[config.mk]
export PLATFORM = sky130hd
export DESIGN_NAME = data_sram_bridge
export DESIGN_NICKNAME = d
export VERILOG_FILES = /design/src/rtl/data_sram_bridge.sv
export SDC_FILE = /design/constraint.sdc
export NUM_CORES = 1
export LEC_CHECK = 0
export ABC_AREA = 0
export ABC_CLOCK_PERIOD_IN_PS = 2200
export CORE_ASPECT_RATIO = 0.75
export CORE_MARGIN = 5
export CORE_UTILIZATION = 43
export DETAILED_ROUTE_END_ITERATION = 10
export PLACE_DENSITY = 0.83
export SYNTH_ARGS = -nofsm -noshare
export SYNTH_HDL_FRONTEND = slang
export SYNTH_SLANG_ARGS = --single-unit
[constraint.sdc]
create_clock -name clk -period 2.2 [get_ports clk]
set_input_delay 0.44 -clock clk [delete_from_list [all_inputs] [get_ports clk]]
set_output_delay 0.44 -clock clk [all_outputs]
set_load 0.02 [all_outputs]
[src/rtl/data_sram_bridge.sv]
// Memory-stage bridge: single-cycle data port to SRAM-like split-handshake bus (addr_ok / data_ok).
// Optional misaligned-access rejection is enabled by defining DATA_BRIDGE_ALIGN_CHK_EN.
module data_sram_bridge #(
  parameter int unsigned AW = 32,
  parameter int unsigned DW = 32
) (
  input  logic          clk,
  input  logic          rst,
  input  logic          cpu_en,
  input  logic [3:0]    cpu_wen,
  input  logic [1:0]    cpu_size,
  input  logic [AW-1:0] cpu_addr,
  input  logic [DW-1:0] cpu_wdata,
  input  logic          cpu_longest_stall,
  output logic [DW-1:0] cpu_rdata,
  output logic          cpu_stall,
  output logic          align_err,
  output logic          data_req,
  output logic          data_wr,
  output logic [1:0]    data_size,
  output logic [AW-1:0] data_addr,
  output logic [3:0]    data_wstrb,
  output logic [DW-1:0] data_wdata,
  input  logic          data_addr_ok,
  input  logic          data_data_ok,
  input  logic [DW-1:0] data_rdata
);

  typedef enum logic [1:0] {IDLE, REQ, WAIT, DONE} stateT;

  stateT         state;
  stateT         stateNext;
  logic          reqWr;
  logic [3:0]    reqWen;
  logic [1:0]    reqSize;
  logic [AW-1:0] reqAddr;
  logic [DW-1:0] reqWdata;
  logic [DW-1:0] rdataBuf;
  logic          misaligned;
  logic          accept;
  logic          captureRdata;

`ifdef DATA_BRIDGE_ALIGN_CHK_EN
  assign misaligned = cpu_en &&
                      (((cpu_size == 2'd2) && (cpu_addr[1:0] != 2'b00)) ||
                       ((cpu_size == 2'd1) && cpu_addr[0]));
`else
  assign misaligned = 1'b0;
`endif

  always_ff @(posedge clk or negedge rst) begin
    if (!rst) state <= IDLE;
    else      state <= stateNext;
  end

  // Request registers hold the bus fields stable while waiting for addr_ok.
  always_ff @(posedge clk or negedge rst) begin
    if (!rst) begin
      reqWr    <= 1'b0;
      reqWen   <= 4'h0;
      reqSize  <= 2'd0;
      reqAddr  <= '0;
      reqWdata <= '0;
    end else if (accept) begin
      reqWr    <= |cpu_wen;
      reqWen   <= cpu_wen;
      reqSize  <= cpu_size;
      reqAddr  <= cpu_addr;
      reqWdata <= cpu_wdata;
    end
  end

  always_ff @(posedge clk or negedge rst) begin
    if (!rst)              rdataBuf <= '0;
    else if (captureRdata) rdataBuf <= data_rdata;
  end

  always_comb begin
    stateNext    = state;
    accept       = 1'b0;
    captureRdata = 1'b0;
    data_req     = 1'b0;
    data_wr      = 1'b0;
    data_size    = 2'd0;
    data_addr    = '0;
    data_wstrb   = 4'h0;
    data_wdata   = '0;
    cpu_stall    = 1'b0;
    align_err    = 1'b0;
    cpu_rdata    = rdataBuf;
    case (state)
      IDLE: begin
        align_err = misaligned;
        if (cpu_en && !misaligned) begin
          data_req   = 1'b1;
          data_wr    = |cpu_wen;
          data_size  = cpu_size;
          data_addr  = cpu_addr;
          data_wstrb = cpu_wen;
          data_wdata = cpu_wdata;
          cpu_stall  = 1'b1;
          accept     = 1'b1;
          stateNext  = data_addr_ok ? WAIT : REQ;
        end
      end
      REQ: begin
        data_req   = 1'b1;
        data_wr    = reqWr;
        data_size  = reqSize;
        data_addr  = reqAddr;
        data_wstrb = reqWen;
        data_wdata = reqWdata;
        cpu_stall  = 1'b1;
        if (data_addr_ok) stateNext = WAIT;
      end
      WAIT: begin
        // Forward bus data directly so the load completes in the data_ok cycle.
        cpu_rdata = data_rdata;
        cpu_stall = !data_data_ok;
        if (data_data_ok) begin
          captureRdata = 1'b1;
          stateNext    = cpu_longest_stall ? DONE : IDLE;
        end
      end
      DONE: begin
        if (!cpu_longest_stall) stateNext = IDLE;
      end
      default: stateNext = IDLE;
    endcase
  end

endmodule

Yosys cells after proc, flatten, opt, wreduce, memory -nomap -nowiden
Index checks and enable logic that the tools add are counted.
- register bits: 105
- input bits: 108
- logic and storage cells: 42
- eq/ne operators: 7
- mux-type cells: 24
- reduce and logical (&&, ||, !) cells: 4
- operators by type and width (cell ; count):
    $pmux 32 s2 ; 2
    $mux 32 ; 3
    $mux 2 ; 7
    $ne 2x2->1 const B ; 4
    $pmux 2 s4 ; 1
    $pmux 4 s2 ; 1
    $mux 1 ; 5
    $eq 2x2->1 const B ; 2
    $mux 4 ; 1
    $pmux 1 s2 ; 2
    $pmux 2 s2 ; 1
    $reduce_and 4->1 ; 1
    $reduce_or 4->1 ; 1
    $pmux 1 s3 ; 1
    $eq 2x1->1 const B ; 1
    $logic_not 2->1 ; 1
    $logic_not 1->1 ; 1

Logic depth before layout (Yosys ltp)
- depth after elaboration: 3
- gate-level depth with buffers: 5
- mapped depth without buffers: 2

Least setup slack after synthesis
OpenSTA, ideal clock, no wires.
- kind: flip-flop to output port
- start: register state[1]
- end: output data_addr[0]
- arrival: 1.419 ns
- data required time: 1.760 ns
- slack: 0.341 ns
- stages on the path, launching flop included: 6
- buffers on the path: 3
- cell sequence: dfrtp_1 > buf_2 > nor3b_2 > buf_4 > buf_2 > a22o_1
- cells in the longest elaborated chain, start to end: 2
- elaborated cells between the ends (all ways): 3
- those cells by class: eq/ne (1); mux (1); reduce/logical (1)
- RTL lines (element ; line ; text):
    start: declaration ; 31 ; stateT state;
    start signal: assignment ; 53 ; else state <= stateNext;
    $eq 2x1->1 or $logic_not 2->1 (tied branches) ; 91 ; case (state)
    $pmux 32 s2 * ; 91 ;
    end: declaration ; 21 ; output logic [AW-1:0] data_addr,
Every way passes the cells marked *; elsewhere a longest branch is shown, timed or not.

Worst setup path in the final report
- start: register state[1]
- end: output data_wstrb[1]
- cells in the longest elaborated chain, start to end: 2
- elaborated cells between the ends (all ways): 3
- those cells by class: eq/ne (1); mux (1); reduce/logical (1)
- RTL lines (element ; line ; text):
    $eq 2x1->1 or $logic_not 2->1 (tied branches) ; 91 ;
    $pmux 4 s2 * ; 91 ;
    end: declaration ; 22 ; output logic [3:0] data_wstrb,
Marks and branches as above.

==> flow_metrics.py <==
metrics = {
    "final_layout": {
        "drive_gt1_share_pct": 47.8,
        "num-nets-final": 703,
        "diodes": 0,
        "fin_util_pct": 68.4,
        "fin_cells": 762,
        "final_area_um2": 7910,
        "area_growth_pct": 56.4,
    },
    "global_routing": {
        "grt_max_degree": 51,
        "grt_overflow": 0,
        "first_global_vias": 4163,
        "grt_pass1_wl_um": 22000,
        "grtUsageTotal_pct": 19.3,
        "antenna_found_initial": 0,
    },
    "synthesis": {
        "ys_seq_elements": 105,
        "synth_edf_count": 0,
        "ys_seq_area_share_pct": 51.9,
        "ys_async_sr_fraction_pct": 100,
        "synth_top_cell_area_share_pct": 51.9,
        "synthesis.area_um2": 5060,
        "netlist_top_cells_count": "115 x mux2_2, 105 x dfrtp_1, 70 x a22o_1, 22 x buf_2, 19 x mux2_1",
        "yosysWarnings": 0,
        "ys_types": 25,
        "yosysMostFrequentCell": "mux2_2",
        "synthesis.instances": 361,
        "post_synth.cell_area_avg_um2": 14.0,
        "synth_nets": 469,
        "ys.flop_type": "dfrtp_1",
        "synth.area.top_cells": "dfrtp_1 52%, mux2_2 26%, a22o_1 12%, mux2_1 4.2%, buf_2 2.2%",
        "synth_top_cell_by_area": "dfrtp_1",
    },
    "route": {
        "drtIter0Drc": 112,
        "drt_pass1_iterations": 4,
        "wl_met3_um": 836,
        "vias": 3998,
        "drc": 0,
        "routed.top_layer": "met4",
        "dr_wl_met2_um": 7460,
        "via_per_inst": 5.25,
        "routedWlPerCell_um": 19.1,
        "drt_wl_total_um": 14600,
        "wl_met1_um": 5930,
        "postRouteAntennaNets": 0,
    },
    "status": {
        "status": "finished with violations",
        "violations": "negative setup slack",
    },
    "run": {
        "max_cap_viol_count": 0,
    },
    "floorplanning": {
        "start_util_pct": 43.7,
        "die_w_um": 135,
        "std_cell_rows": 34,
        "die_area_um2": 14100,
        "ios": 214,
        "die_h_um": 104,
        "coreArea_um2": 11600,
    },
    "sta": {
        "fin_hold_ws_ns": 0.0934,
        "period_needed_ns": 2.20,
        "setup_viol": 3,
        "post-route-period-util_pct": 100,
        "worstMarginPinSlew_ns": 0.575,
        "fin_skew_ns": 0.00719,
        "finalWorstSetupSlack_ns": -0.00407,
        "rsz0062_at_grt": "true",
        "hold_viol": 0,
        "drv_slew": 0,
        "fmaxAchievable_mhz": 454,
        "slew_headroom_pct": 61.7,
    },
    "placement": {
        "placed_cell_area_um2": 7600,
        "portBuffers": 212,
        "dp_hpwl_um": 10400,
        "dp.cells": 736,
        "place.gp.congestion": 0.847,
    },
    "worst_setup_path": {
        "cp-start-kind": "flip-flop",
        "crit_buf_inv": 3,
        "critPathKind": "reg -> out",
        "path_cells": "nor3b_4 > buf_12 > buf_16 > a22o_1 > buf_6",
        "cpPeakStageDelay_ns": 0.48,
        "crit_path_top_delay_cell": "dfrtp_2",
        "worstPathRequired_ns": 1.76,
        "critPathMaxFanout": 30,
        "cp.arrival_ns": 1.76,
        "crit_family": "buffers and inverters",
        "endpoint_kind": "output port",
    },
    "hold_path": {
        "hold_class": "in -> async",
    },
    "clock_tree": {
        "worstSkewPairLatency_ns": 0.34,
        "cts_root_buffer": "clkbuf_16",
        "cts.sink_count": 105,
        "cts-buffers-inserted": 9,
        "cts_buffer_depth": 2,
        "cts_max_level": 3,
        "hold_buffers": 0,
        "cts_tree": "built",
        "clk_pin_slew_ns": 0.07,
    },
    "power_and_ir_drop": {
        "total_power_mw": 8.93,
        "power.density_nw_per_um2": 1130,
        "power_leakage_nw": 3.49,
        "irDropWorstVdd_mv": 0.687,
    },
}
report_power, final:
part / leakage [nW] / total (mW) / internal (mW) / switching [mW]
Combinational: 2.12 / 4.04 / 2.18 / 1.87
Clock: 0.142 / 1.63 / 0.921 / 0.706
Sequential: 1.22 / 3.26 / 2.79 / 0.463
sequential cells by signal, indices dropped and copies added (netlist names):
register	flops
reqAddr	32
reqWr	1
state	2
reqWdata	32
reqWen	4
rdataBuf	32
reqSize	2
metrics by stage:
step	setup slack (ns)	setup TNS [ns]
3_3_place_gp	-0.586	-40.50
6_report	-0.00407	-0.0109
3_5_place_dp	-0.647	-45.72
2_1_floorplan	0.341	0
4_1_cts	-0.130	-3.63
5_1_grt	-0.105	-4.86
final timing paths:
path / from / to / slack (ns) / cells after the start
max: state[1]$_DFFE_PN0P_ / data_wstrb[1] / -0.004 / 5
min: rst / reqAddr[5]$_DFFE_PN0P_ / 0.09 / 1
max reg2reg: state[1]$_DFFE_PN0P_ / reqWdata[10]$_DFFE_PN0P_ / 0.41 / 5
min reg2reg: reqAddr[0]$_DFFE_PN0P_ / reqAddr[0]$_DFFE_PN0P_ / 0.49 / 1
max in group asynchronous: rst / reqWdata[15]$_DFFE_PN0P_ / 1.51 / 2
min in group clk: reqAddr[0]$_DFFE_PN0P_ / reqAddr[0]$_DFFE_PN0P_ / 0.49 / 1
cell families (layout without fill, tap and decap cells):
logic type,after synthesis,after routing,synth area share (%)
multiplexers,136,136,30.2
flip-flops,105,105,51.9
AO/OA/AOI/OAI,77,77,13.2
buffers and inverters,34,273,3.51
AND/OR/NAND/NOR,8,8,1.14
other,1,1,0.0741
layout make-up:
cell class | count | area [µm²]
clock buffer | 11 | 243
clock inverter | 5 | 62.6
fill | 835 | 3660
inverter | 1 | 3.75
multi-input combinational | 222 | 2280
sequential | 105 | 2630
tap | 162 | 203
timing repair buffer | 256 | 2490
per-layer routing:
metal / up-vias / global-route usage (%)
met5: - / 0
met4: 0 / 6.19
met3: 25 / 5.22
met2: 129 / 33.7
met1: 2004 / 23.0
li1: 1840 / -
cell usage in the layout, fill, tap and decap left out, drive strengths merged, types with 2 or more instances in the layout:
| cell | netlist | final |
|---|---|---|
| mux2 | 134 | 134 |
| buf | 26 | 112 |
| clkdlybuf4s50 | 0 | 105 |
| dfrtp | 105 | 105 |
| a22o | 70 | 70 |
| clkbuf | 7 | 48 |
| o21ai | 2 | 2 |
| mux2i | 2 | 2 |
| clkinvlp | 0 | 2 |
| inv | 1 | 2 |
what timing repair did:
item,in CTS,in global routing
setup endpoints to repair,105,93
pin swaps,0,29
gates cloned,0,5
setup buffers,0,5
resized for setup,323,182
Power figures use the tool's default switching activity.
